$ cat src/rtl/alu_pipe.sv
// alu_pipe: two-stage registered 16-op ALU with valid/ready on both sides.
// Stage 1 captures the request, stage 2 executes and holds the result until taken.
module alu_pipe #(
   parameter int WIDTH = 32,
   parameter int TAG_W = 4
) (
   input  logic             clk,
   input  logic             rst_n,
   input  logic             in_valid,
   output logic             in_ready,
   input  logic [WIDTH-1:0] A,
   input  logic [WIDTH-1:0] B,
   input  logic [3:0]       INST,
   input  logic             SEL,
   input  logic [TAG_W-1:0] in_tag,
   output logic             out_valid,
   input  logic             out_ready,
   output logic [WIDTH-1:0] Z,
   output logic [TAG_W-1:0] out_tag,
   output logic             flag_z,
   output logic             flag_c,
   output logic             flag_v,
   output logic [15:0]      op_count
);
   localparam int M = WIDTH - 1;
   typedef enum logic [3:0] {
      OP_ADD, OP_NEGA, OP_AND, OP_OR, OP_XOR, OP_NOTA, OP_SELAB, OP_SELBA,
      OP_SUB, OP_ALTB, OP_ALEB, OP_AGTB, OP_AGEB, OP_AEQB, OP_ANEB, OP_SELXORB
   } op_e;
   logic [WIDTH-1:0] a_q, b_q;
   logic [3:0]       inst_q;
   logic             sel_q;
   logic [TAG_W-1:0] tag1_q;
   logic             s1_valid_q, s1_valid_d;
   logic [WIDTH-1:0] z_q, z_d, res;
   logic [TAG_W-1:0] tag_q, tag_d;
   logic             fz_q, fz_d, fc_q, fc_d, fv_q, fv_d;
   logic             out_valid_q, out_valid_d;
   logic [15:0]      cnt_q, cnt_d;
   logic             s1_adv, s2_adv, arith, lt, eq, cin;
   logic [WIDTH-1:0] x, y;
   logic [WIDTH:0]   sum;
   op_e              op;
   assign op       = op_e'(inst_q);
   assign s2_adv   = s1_valid_q && (!out_valid_q || out_ready);
   assign s1_adv   = !s1_valid_q || s2_adv;
   assign in_ready = s1_adv;
   // ADD, SUB and NEGA share one adder: SUB is A+~B+1, NEGA is ~A+0+1
   assign x     = op == OP_NEGA ? ~a_q : a_q;
   assign y     = op == OP_SUB ? ~b_q : op == OP_NEGA ? '0 : b_q;
   assign cin   = op == OP_SUB || op == OP_NEGA;
   assign sum   = {1'b0, x} + {1'b0, y} + {{WIDTH{1'b0}}, cin};
   assign arith = op inside {OP_ADD, OP_SUB, OP_NEGA};
   assign lt    = $signed(a_q) < $signed(b_q);
   assign eq    = a_q == b_q;
   always_comb begin
      res = '0;
      case (op)
         OP_ADD, OP_SUB, OP_NEGA: res = sum[M:0];
         OP_AND:     res = a_q & b_q;
         OP_OR:      res = a_q | b_q;
         OP_XOR:     res = a_q ^ b_q;
         OP_NOTA:    res = ~a_q;
         OP_SELAB:   res = sel_q ? b_q : a_q;
         OP_SELBA:   res = sel_q ? a_q : b_q;
         OP_ALTB:    res[0] = lt;
         OP_ALEB:    res[0] = lt || eq;
         OP_AGTB:    res[0] = !(lt || eq);
         OP_AGEB:    res[0] = !lt;
         OP_AEQB:    res[0] = eq;
         OP_ANEB:    res[0] = !eq;
         OP_SELXORB: res = b_q ^ {{M{1'b0}}, sel_q};
         default:    res = '0;
      endcase
   end
   always_comb begin
      s1_valid_d  = s1_adv ? in_valid : s1_valid_q;
      out_valid_d = s2_adv || (out_valid_q && !out_ready);
      z_d         = s2_adv ? res : z_q;
      tag_d       = s2_adv ? tag1_q : tag_q;
      fz_d        = s2_adv ? res == '0 : fz_q;
      fc_d        = s2_adv ? arith && sum[WIDTH] : fc_q;
      fv_d        = s2_adv ? arith && x[M] == y[M] && sum[M] != x[M] : fv_q;
      cnt_d       = cnt_q + {15'd0, out_valid_q && out_ready};
   end
   always_ff @(posedge clk) begin
      if (in_valid && s1_adv) begin
         a_q    <= A;
         b_q    <= B;
         inst_q <= INST;
         sel_q  <= SEL;
         tag1_q <= in_tag;
      end
   end
   always_ff @(posedge clk or negedge rst_n) begin
      if (!rst_n) begin
         s1_valid_q  <= 1'b0;
         out_valid_q <= 1'b0;
         z_q         <= '0;
         tag_q       <= '0;
         fz_q        <= 1'b0;
         fc_q        <= 1'b0;
         fv_q        <= 1'b0;
         cnt_q       <= '0;
      end else begin
         s1_valid_q  <= s1_valid_d;
         out_valid_q <= out_valid_d;
         z_q         <= z_d;
         tag_q       <= tag_d;
         fz_q        <= fz_d;
         fc_q        <= fc_d;
         fv_q        <= fv_d;
         cnt_q       <= cnt_d;
      end
   end
   assign out_valid = out_valid_q;
   assign Z         = z_q;
   assign out_tag   = tag_q;
   assign flag_z    = fz_q;
   assign flag_c    = fc_q;
   assign flag_v    = fv_q;
   assign op_count  = cnt_q;
endmodule

$ cat config.mk
export PLATFORM = sky130hd
export DESIGN_NAME = alu_pipe
export DESIGN_NICKNAME = d
export VERILOG_FILES = /design/src/rtl/alu_pipe.sv
export SDC_FILE = /design/constraint.sdc
export NUM_CORES = 1
export LEC_CHECK = 0
export CAP_MARGIN = 20
export CORE_MARGIN = 2
export CORE_UTILIZATION = 35
export DETAILED_ROUTE_END_ITERATION = 8
export PLACE_DENSITY = 0.66
export SETUP_SLACK_MARGIN = 0.5
export SLEW_MARGIN = 40
export SYNTH_ARGS = -nofsm -noshare
export SYNTH_HDL_FRONTEND = slang
export SYNTH_SLANG_ARGS = --single-unit
$ cat constraint.sdc
create_clock -name clk -period 7.7 [get_ports clk]
set_input_delay 1.54 -clock clk [delete_from_list [all_inputs] [get_ports clk]]
set_output_delay 1.54 -clock clk [all_outputs]
set_load 0.01 [all_outputs]
==> out/results.tsv, run 1 <==
stage	metric	value	unit
critical_path	WP data arrival	6.38	ns
timing	Final period util	0.7803	
floorplan	Chip Height	176.8	um
finish	Final Net Count	1460	
job	Max Cap Viol	0	
clocking	CTS tree	built	
timing	Slew HR	0.4462	
critical_path	Crit Path Max Fanout	33	
power	Power, Total	2.555	mW
critical_path	Critical Path RT	8.07	ns
grt	GRT Resource Usage Total	0.2019	
logic_synthesis	largest family of logic cells by synthesized area	compound AO/OA/AOI/OAI gates	
logic_synthesis	Primary FF master, synth	edfxtp_1	
clocking	H-tree levels	4	
drt	Vias	9065	
outcome	status	finished, final reports clean	
critical_path	Setup crit end kind	flip-flop	
logic_synthesis	Synth Register Bits	130	
placement	global placer's final weighted congestion	0.9177	
finish	fill count	2932	
clocking	clock latency on the worst-skew pair	0.44	ns
finish	multi-input logic area	0.006236	mm2
timing	unrepaired setup endpoints after global routing	no	
finish	Final Cell Area	0.01272	mm2
placement	port bufs	133	
drt	DR WL/cell	18.99	um
logic_synthesis	Compound-Gate Fraction of Synth Area	0.1964	
logic_synthesis	async set or reset register ratio after synthesis	0.4385	
critical_path	Worst setup SP type	flip-flop	
drt	Final ANT Viol Nets	0	
placement	Detail Placement HPWL	23.56	mm
timing	Final Hold Violating Endpoints	0	
drt	vias per cell	5.477	
clocking	CTS Buf Count	17	
logic_synthesis	Ys Warns	0	
logic_synthesis	Mean Syn Cell Area	9.118	um2
logic_synthesis	Adder-Cell Fraction of Synth Area	0.1583	
grt	global-route wire length before repair	48.99	mm
logic_synthesis	post-synth cell types	80	
placement	placed cell count	1622	
finish	flip-flop and latch area	0.003618	mm2
timing	Slew @ Worst Pin	0.8307	ns
logic_synthesis	Mapped Cells	1146	
logic_synthesis	XOR/XNOR Fraction of Synth Area	0.05436	
floorplan	initial core utilization	0.3544	
floorplan	Die Wd	176.8	um
drt	Routed WL	31.43	mm
logic_synthesis	EDFF count, synth	73	
timing	hold_ws	0.4783	ns
finish	ANT cells	0	
power	leakage power	5.278	nW
grt	initial antenna violation count	1	
clocking	clock sinks	130	
floorplan	Rows	63	
timing	clock skew	0.009678	ns
finish	ratio of cells with drive above 1 in the final layout	0.06482	
logic_synthesis	syn nets	1354	
timing	pins over their slew limit	0	
logic_synthesis	synthesized area	0.01045	mm2
clocking	PostCTS Resize Cnt	0	
logic_synthesis	cell taking the most area after synthesis	edfxtp_1	
clocking	post-CTS setup buffer count	0	
clocking	hold_buf cts	0	
logic_synthesis	Synth top cells by count	134 x nand2_1, 129 x ha_1, 92 x o21ai_0	
floorplan	# IOs	134	
timing	min Tclk post-route	6.009	ns
drt	DR DRC count	0	
grt	largest net degree at the start of global routing	58	
drt	First-pass DRT Iterations	5	
finish	final std cells w/o fill	1655	
clocking	clk slew on worst S/H paths	0.06	ns
finish	Layout area overhead	21.71	%
timing	FMAX	0.1664	GHz
logic_synthesis	proportion of synthesized area in mux cells	0.02754	
grt	vias in the first global route	8800	
clocking	clock root buffer master	clkbuf_16	
floorplan	die area	0.03125	mm2
logic_synthesis	Synth Area in Simple Gates	0.1576	
logic_synthesis	area share of the largest cell type after synthesis	0.2098	
floorplan	core area	0.02948	mm2
clocking	CTS max path bufs	2	
timing	post-route setup TNS	0	ns
grt	total gr overflow	0	
power	PD cells	200.9	mW/mm2
placement	placed cell areas	0.01211	mm2
min_path	hold crit path type	flip-flop to flip-flop	
power	Peak VDD IR	0.0001554	V
drt	DR iter-0 viols	885	
timing	Setup-failing EPs final	0	
critical_path	worst setup path class	flip-flop to flip-flop	
logic_synthesis	cell with the most instances after synthesis	nand2_1	
logic_synthesis	Area contributors post-synth	edfxtp_1 21%, ha_1 15%, dfrtp_1 14%	
logic_synthesis	sequential fraction of the synthesis area	0.3463	
[through the flow]
step	utilization	setup WS, ns
global placement	0.4108	1.912
floorplan	-	2.564
CTS	0.4306	1.864
detailed placement	0.4109	1.870
finish	0.4314	1.691
global route	0.4314	1.414
[cells in the final DEF (no fill, tap or decap), drive strengths merged, types with 14 or more instances in the layout]
cell type / n
a21oi: 63
a221oi: 21
a22oi: 18
buf: 19
clkbuf: 18
clkdlybuf4s50: 132
dfrtp: 57
edfxtp: 73
ha: 129
inv: 95
mux2: 14
nand2: 134
nand2b: 17
nand3: 19
nand4: 20
nor2: 50
nor3: 17
o21ai: 93
o22ai: 15
xnor2: 56
[layer usage]
layer  track usage  vias to the layer above  share of wire
met1        0.2912                     4288           0.48
li1              -                     4373              -
met5             0                        -              0
met2        0.2977                      363           0.42
met4       0.06508                        0          0.018
met3       0.04553                       41          0.083
[worst max-delay path, cell delays in order, from the launching register on]
cell,delay [ns]
edfxtp_1,0.72
or4_2,1.12
nor2b_2,0.31
buf_4,0.26
nand2_1,0.10
o21ai_0,0.08
ha_1,0.38
nand2_1,0.07
a211oi_1,0.37
o21ai_1,0.27
o31ai_2,0.57
a31oi_1,0.21
o21ai_0,0.47
nor4b_1,0.11
nor3_1,0.33
nand4_1,0.13
nor4_1,0.21
a32o_1,0.21
[path summary, 6_finish.rpt]
check,depth (start not counted),end,slack (ns),startpoint
min reg2reg,1,op_count[15],0.48,op_count[15]
max reg2reg,17,flag_z,1.69,inst_q[1]
max in group asynchronous,3,out_tag[3],6.12,rst_n
max,17,flag_z,1.69,inst_q[1]
min in group asynchronous,2,Z[0],1.08,rst_n
min,1,op_count[15],0.48,op_count[15]
[cells by family (layout without fill, tap and decap cells)]
family          Yosys count  after routing
compound gates          313            313
xor+xnor                 64             64
fa+ha+maj               131            131
buf+inv                 149            268
flops                   130            130
mux                      27             27
simple gates            332            332
[registers in the layout, summed over array words and instances (netlist names)]
register and cells:
flag_z 1, flag_v 1, op_count 16, sel_q 1, out_valid 1, a_q 32, out_tag 4, b_q 32
inst_q 4, tag1_q 4, s1_valid_q 1, flag_c 1, Z 32
[area by class of cell]
| cell class | count | share of cell area |
|---|---|---|
| timing repair buffer | 151 | 0.1159 |
| sequential | 130 | 0.2845 |
| clock buffer | 18 | 0.03542 |
| multi-input combinational | 867 | 0.4904 |
| tap | 390 | 0.03837 |
| clock inverter | 14 | 0.01033 |
| inverter | 85 | 0.02509 |
[power by group]
part | total [mW] | switching [mW] | leakage [nW] | internal (mW)
Sequential | 0.912 | 0.0810 | 1.43 | 0.831
Combinational | 0.825 | 0.450 | 3.56 | 0.376
Clock | 0.817 | 0.370 | 0.285 | 0.447
Note: power is estimated with default switching activity, not from simulation.
==> inputs of run 2 (changes only) <==
clock period = 6.1 ns   (was 7.7 ns; I/O delays follow)
==> run 2 against run 1 <==
Sequential power grew 26%; critical path type unchanged; combinational power grew 27%; global-route usage is 0.33 points higher; register-to-register slack lost 0.82 ns; clock-buffer cell count is 1 lower; fmax rose by 15%; critical endpoint unchanged; sequential share of layout area is 0.11 points lower; hold slack got worse by 0.0045 ns; non-clock buffer count increased by 4; utilization increased by 0.17 points; highest routed layer unchanged; cell count rose by 0.24%.
==> out/results.tsv, run 2 (synthesized netlist as in run 1, its figures left out) <==
stage	metric	value	unit	change
critical_path	Setup crit end kind	flip-flop		
finish	flip-flop and latch area	0.003618	mm2	unchanged
drt	Routed WL	31.53	mm	+0.33%
critical_path	Worst setup SP type	flip-flop		
placement	global placer's final weighted congestion	0.9151		-0.28%
finish	commonest non-fill, non-tap cell in the layout	nand2_1		
drt	Final ANT Viol Nets	0		unchanged
timing	Slew @ Worst Pin	0.8064	ns	-0.02428 ns
clocking	CTS tree	built		
finish	multi-input logic area	0.006257	mm2	+0.34%
timing	pins over their slew limit	0		unchanged
clocking	clock root buffer master	clkbuf_16		
min_path	Hold Path End	out_tag[2]		
finish	Final Util	0.4331		+0.001697
clocking	CTS Buf Count	17		unchanged
timing	clock skew	0.01853	ns	+0.008856 ns
grt	largest net degree at the start of global routing	58		unchanged
power	PD cells	255.5	mW/mm2	+27%
timing	FMAX	0.1912	GHz	+15%
timing	unrepaired setup endpoints after global routing	no		
grt	total gr overflow	0		unchanged
timing	Worst Slack Setup Final	0.8702	ns	-0.8212 ns
critical_path	reg2reg end	flag_z		
finish	Final Cell Area	0.01277	mm2	+0.39%
grt	initial antenna violation count	0		-1
outcome	status	finished, final reports clean		
timing	min Tclk post-route	5.230	ns	-0.7788 ns
grt	vias in the first global route	8817		+0.19%
clocking	hold_buf cts	0		unchanged
grt	GRT Resource Usage Total	0.2051		+0.003260
drt	DR iter-0 viols	949		+7.2%
timing	Setup-failing EPs final	0		unchanged
floorplan	Die Wd	176.8	um	unchanged
clocking	clock latency on the worst-skew pair	0.45	ns	about the same
clocking	H-tree levels	4		unchanged
floorplan	die area	0.03125	mm2	unchanged
drt	DR DRC count	0		unchanged
finish	fill count	2872		-2.0%
finish	ratio of cells with drive above 1 in the final layout	0.06935		+0.004524
drt	Vias	9162		+1.1%
clocking	clk slew on worst S/H paths	0.06	ns	about the same
critical_path	WP data arrival	5.61	ns	-0.77 ns
placement	Detail Placement HPWL	23.62	mm	+0.24%
finish	Layout area overhead	22.19	%	
clocking	CTS max path bufs	2		unchanged
placement	port bufs	133		unchanged
timing	hold_ws	0.4738	ns	-0.004521 ns
floorplan	# IOs	134		unchanged
critical_path	worst setup path class	flip-flop to flip-flop		
timing	post-route setup TNS	0	ns	unchanged
placement	placed cell areas	0.01214	mm2	+0.19%
critical_path	R2R depth	15		-2
clocking	clock sinks	130		unchanged
power	Power, Total	3.262	mW	+28%
critical_path	RR Startpoint	inst_q[1]		
min_path	hold-critical path depth	1		unchanged
drt	vias per cell	5.523		+0.83%
timing	Slew HR	0.4624		+0.01618
min_path	hold path startpoint	tag1_q[2]		
timing	Final period util	0.8573		+0.07700
floorplan	Chip Height	176.8	um	unchanged
finish	final std cells w/o fill	1659		+0.24%
critical_path	Crit Path Max Fanout	23		-30%
floorplan	core area	0.02948	mm2	unchanged
drt	DR WL/cell	19.00	um	about the same
grt	global-route wire length before repair	49.48	mm	+1.0%
placement	DP Worst Slack	0.6271	ns	-1.243 ns
timing	Final Hold Violating Endpoints	0		unchanged
finish	Final Net Count	1464		+0.27%
finish	most frequent cells in the layout	134 x nand2_1, 132 x clkdlybuf4s50_1, 129 x ha_1		
power	leakage power	5.304	nW	+0.49%
min_path	hold crit path type	flip-flop to flip-flop		
power	Peak VDD IR	0.0001875	V	+21%
floorplan	initial core utilization	0.3544		unchanged
critical_path	Critical Path RT	6.48	ns	-1.59 ns
finish	ANT cells	0		unchanged
critical_path	R2R Setup Slk	0.87	ns	-0.82 ns
placement	placed cell count	1624		+0.12%
job	Max Cap Viol	0		unchanged
floorplan	Rows	63		unchanged
drt	First-pass DRT Iterations	5		unchanged
run 2: changes by cell type in the layout (fill, tap and decap cells not counted), sizes merged:
cell,previous run,this run
buf,19,23
bufinv,0,1
clkbuf,18,17
clkinv,3,2
clkinvlp,1,0
inv,95,97
run 2: critical path, stage by stage, from the launching register on:
cell and delay, ns:
edfxtp_1 0.54, or4_1 0.76, buf_4 0.29, o21ai_0 0.26, inv_1 0.11, fa_1 0.44, nand2b_1 0.21, a21oi_1 0.40
a311oi_1 0.24, nor2_2 0.32, o21ai_0 0.14, a2111oi_0 0.59, o2111ai_1 0.18, nand4bb_1 0.24, nor4_1 0.24, a32o_1 0.20
run 2: final cells by class:
type	instances	area share
flip-flops and latches	130	0.2834
clock inverters	15	0.01254
repair buffers	155	0.1174
inverters	85	0.02499
clock buffers	17	0.03332
well taps	390	0.03822
multi-input cells	867	0.4901
run 2: power breakdown:
part	total, mW	switching [mW]	leakage [nW]	internal (mW)
sequential	1.15	0.0999	1.43	1.05
clock	1.06	0.482	0.293	0.581
combinational	1.05	0.573	3.58	0.477
run 2: how the worst max path moves through the flow:
stage / start / end / slack (ns) / depth (start not counted)
floorplan: inst_q[0] / flag_z / 0.96 / 20
global placement: inst_q[0] / flag_z / 0.83 / 16
detailed placement: inst_q[0] / flag_z / 0.63 / 16
CTS: inst_q[0] / flag_z / 0.58 / 16
global route: inst_q[1] / flag_z / 0.50 / 17
finish: inst_q[1] / flag_z / 0.87 / 15
run 2: timing repair:
| item | 4_1_cts | 5_1_grt |
|---|---|---|
| endpoints found under the setup margin | 0 | 2 |
| gates resized for setup | 0 | 4 |
| buffers inserted | 0 | 3 |
run 2: routing by layer:
metal | GRT usage | vias up | share of wire
met5 | 0 | - | 0
met4 | 0.06577 | 0 | 0.020
met3 | 0.03887 | 52 | 0.072
met2 | 0.2943 | 369 | 0.41
met1 | 0.3072 | 4359 | 0.49
li1 | - | 4382 | -
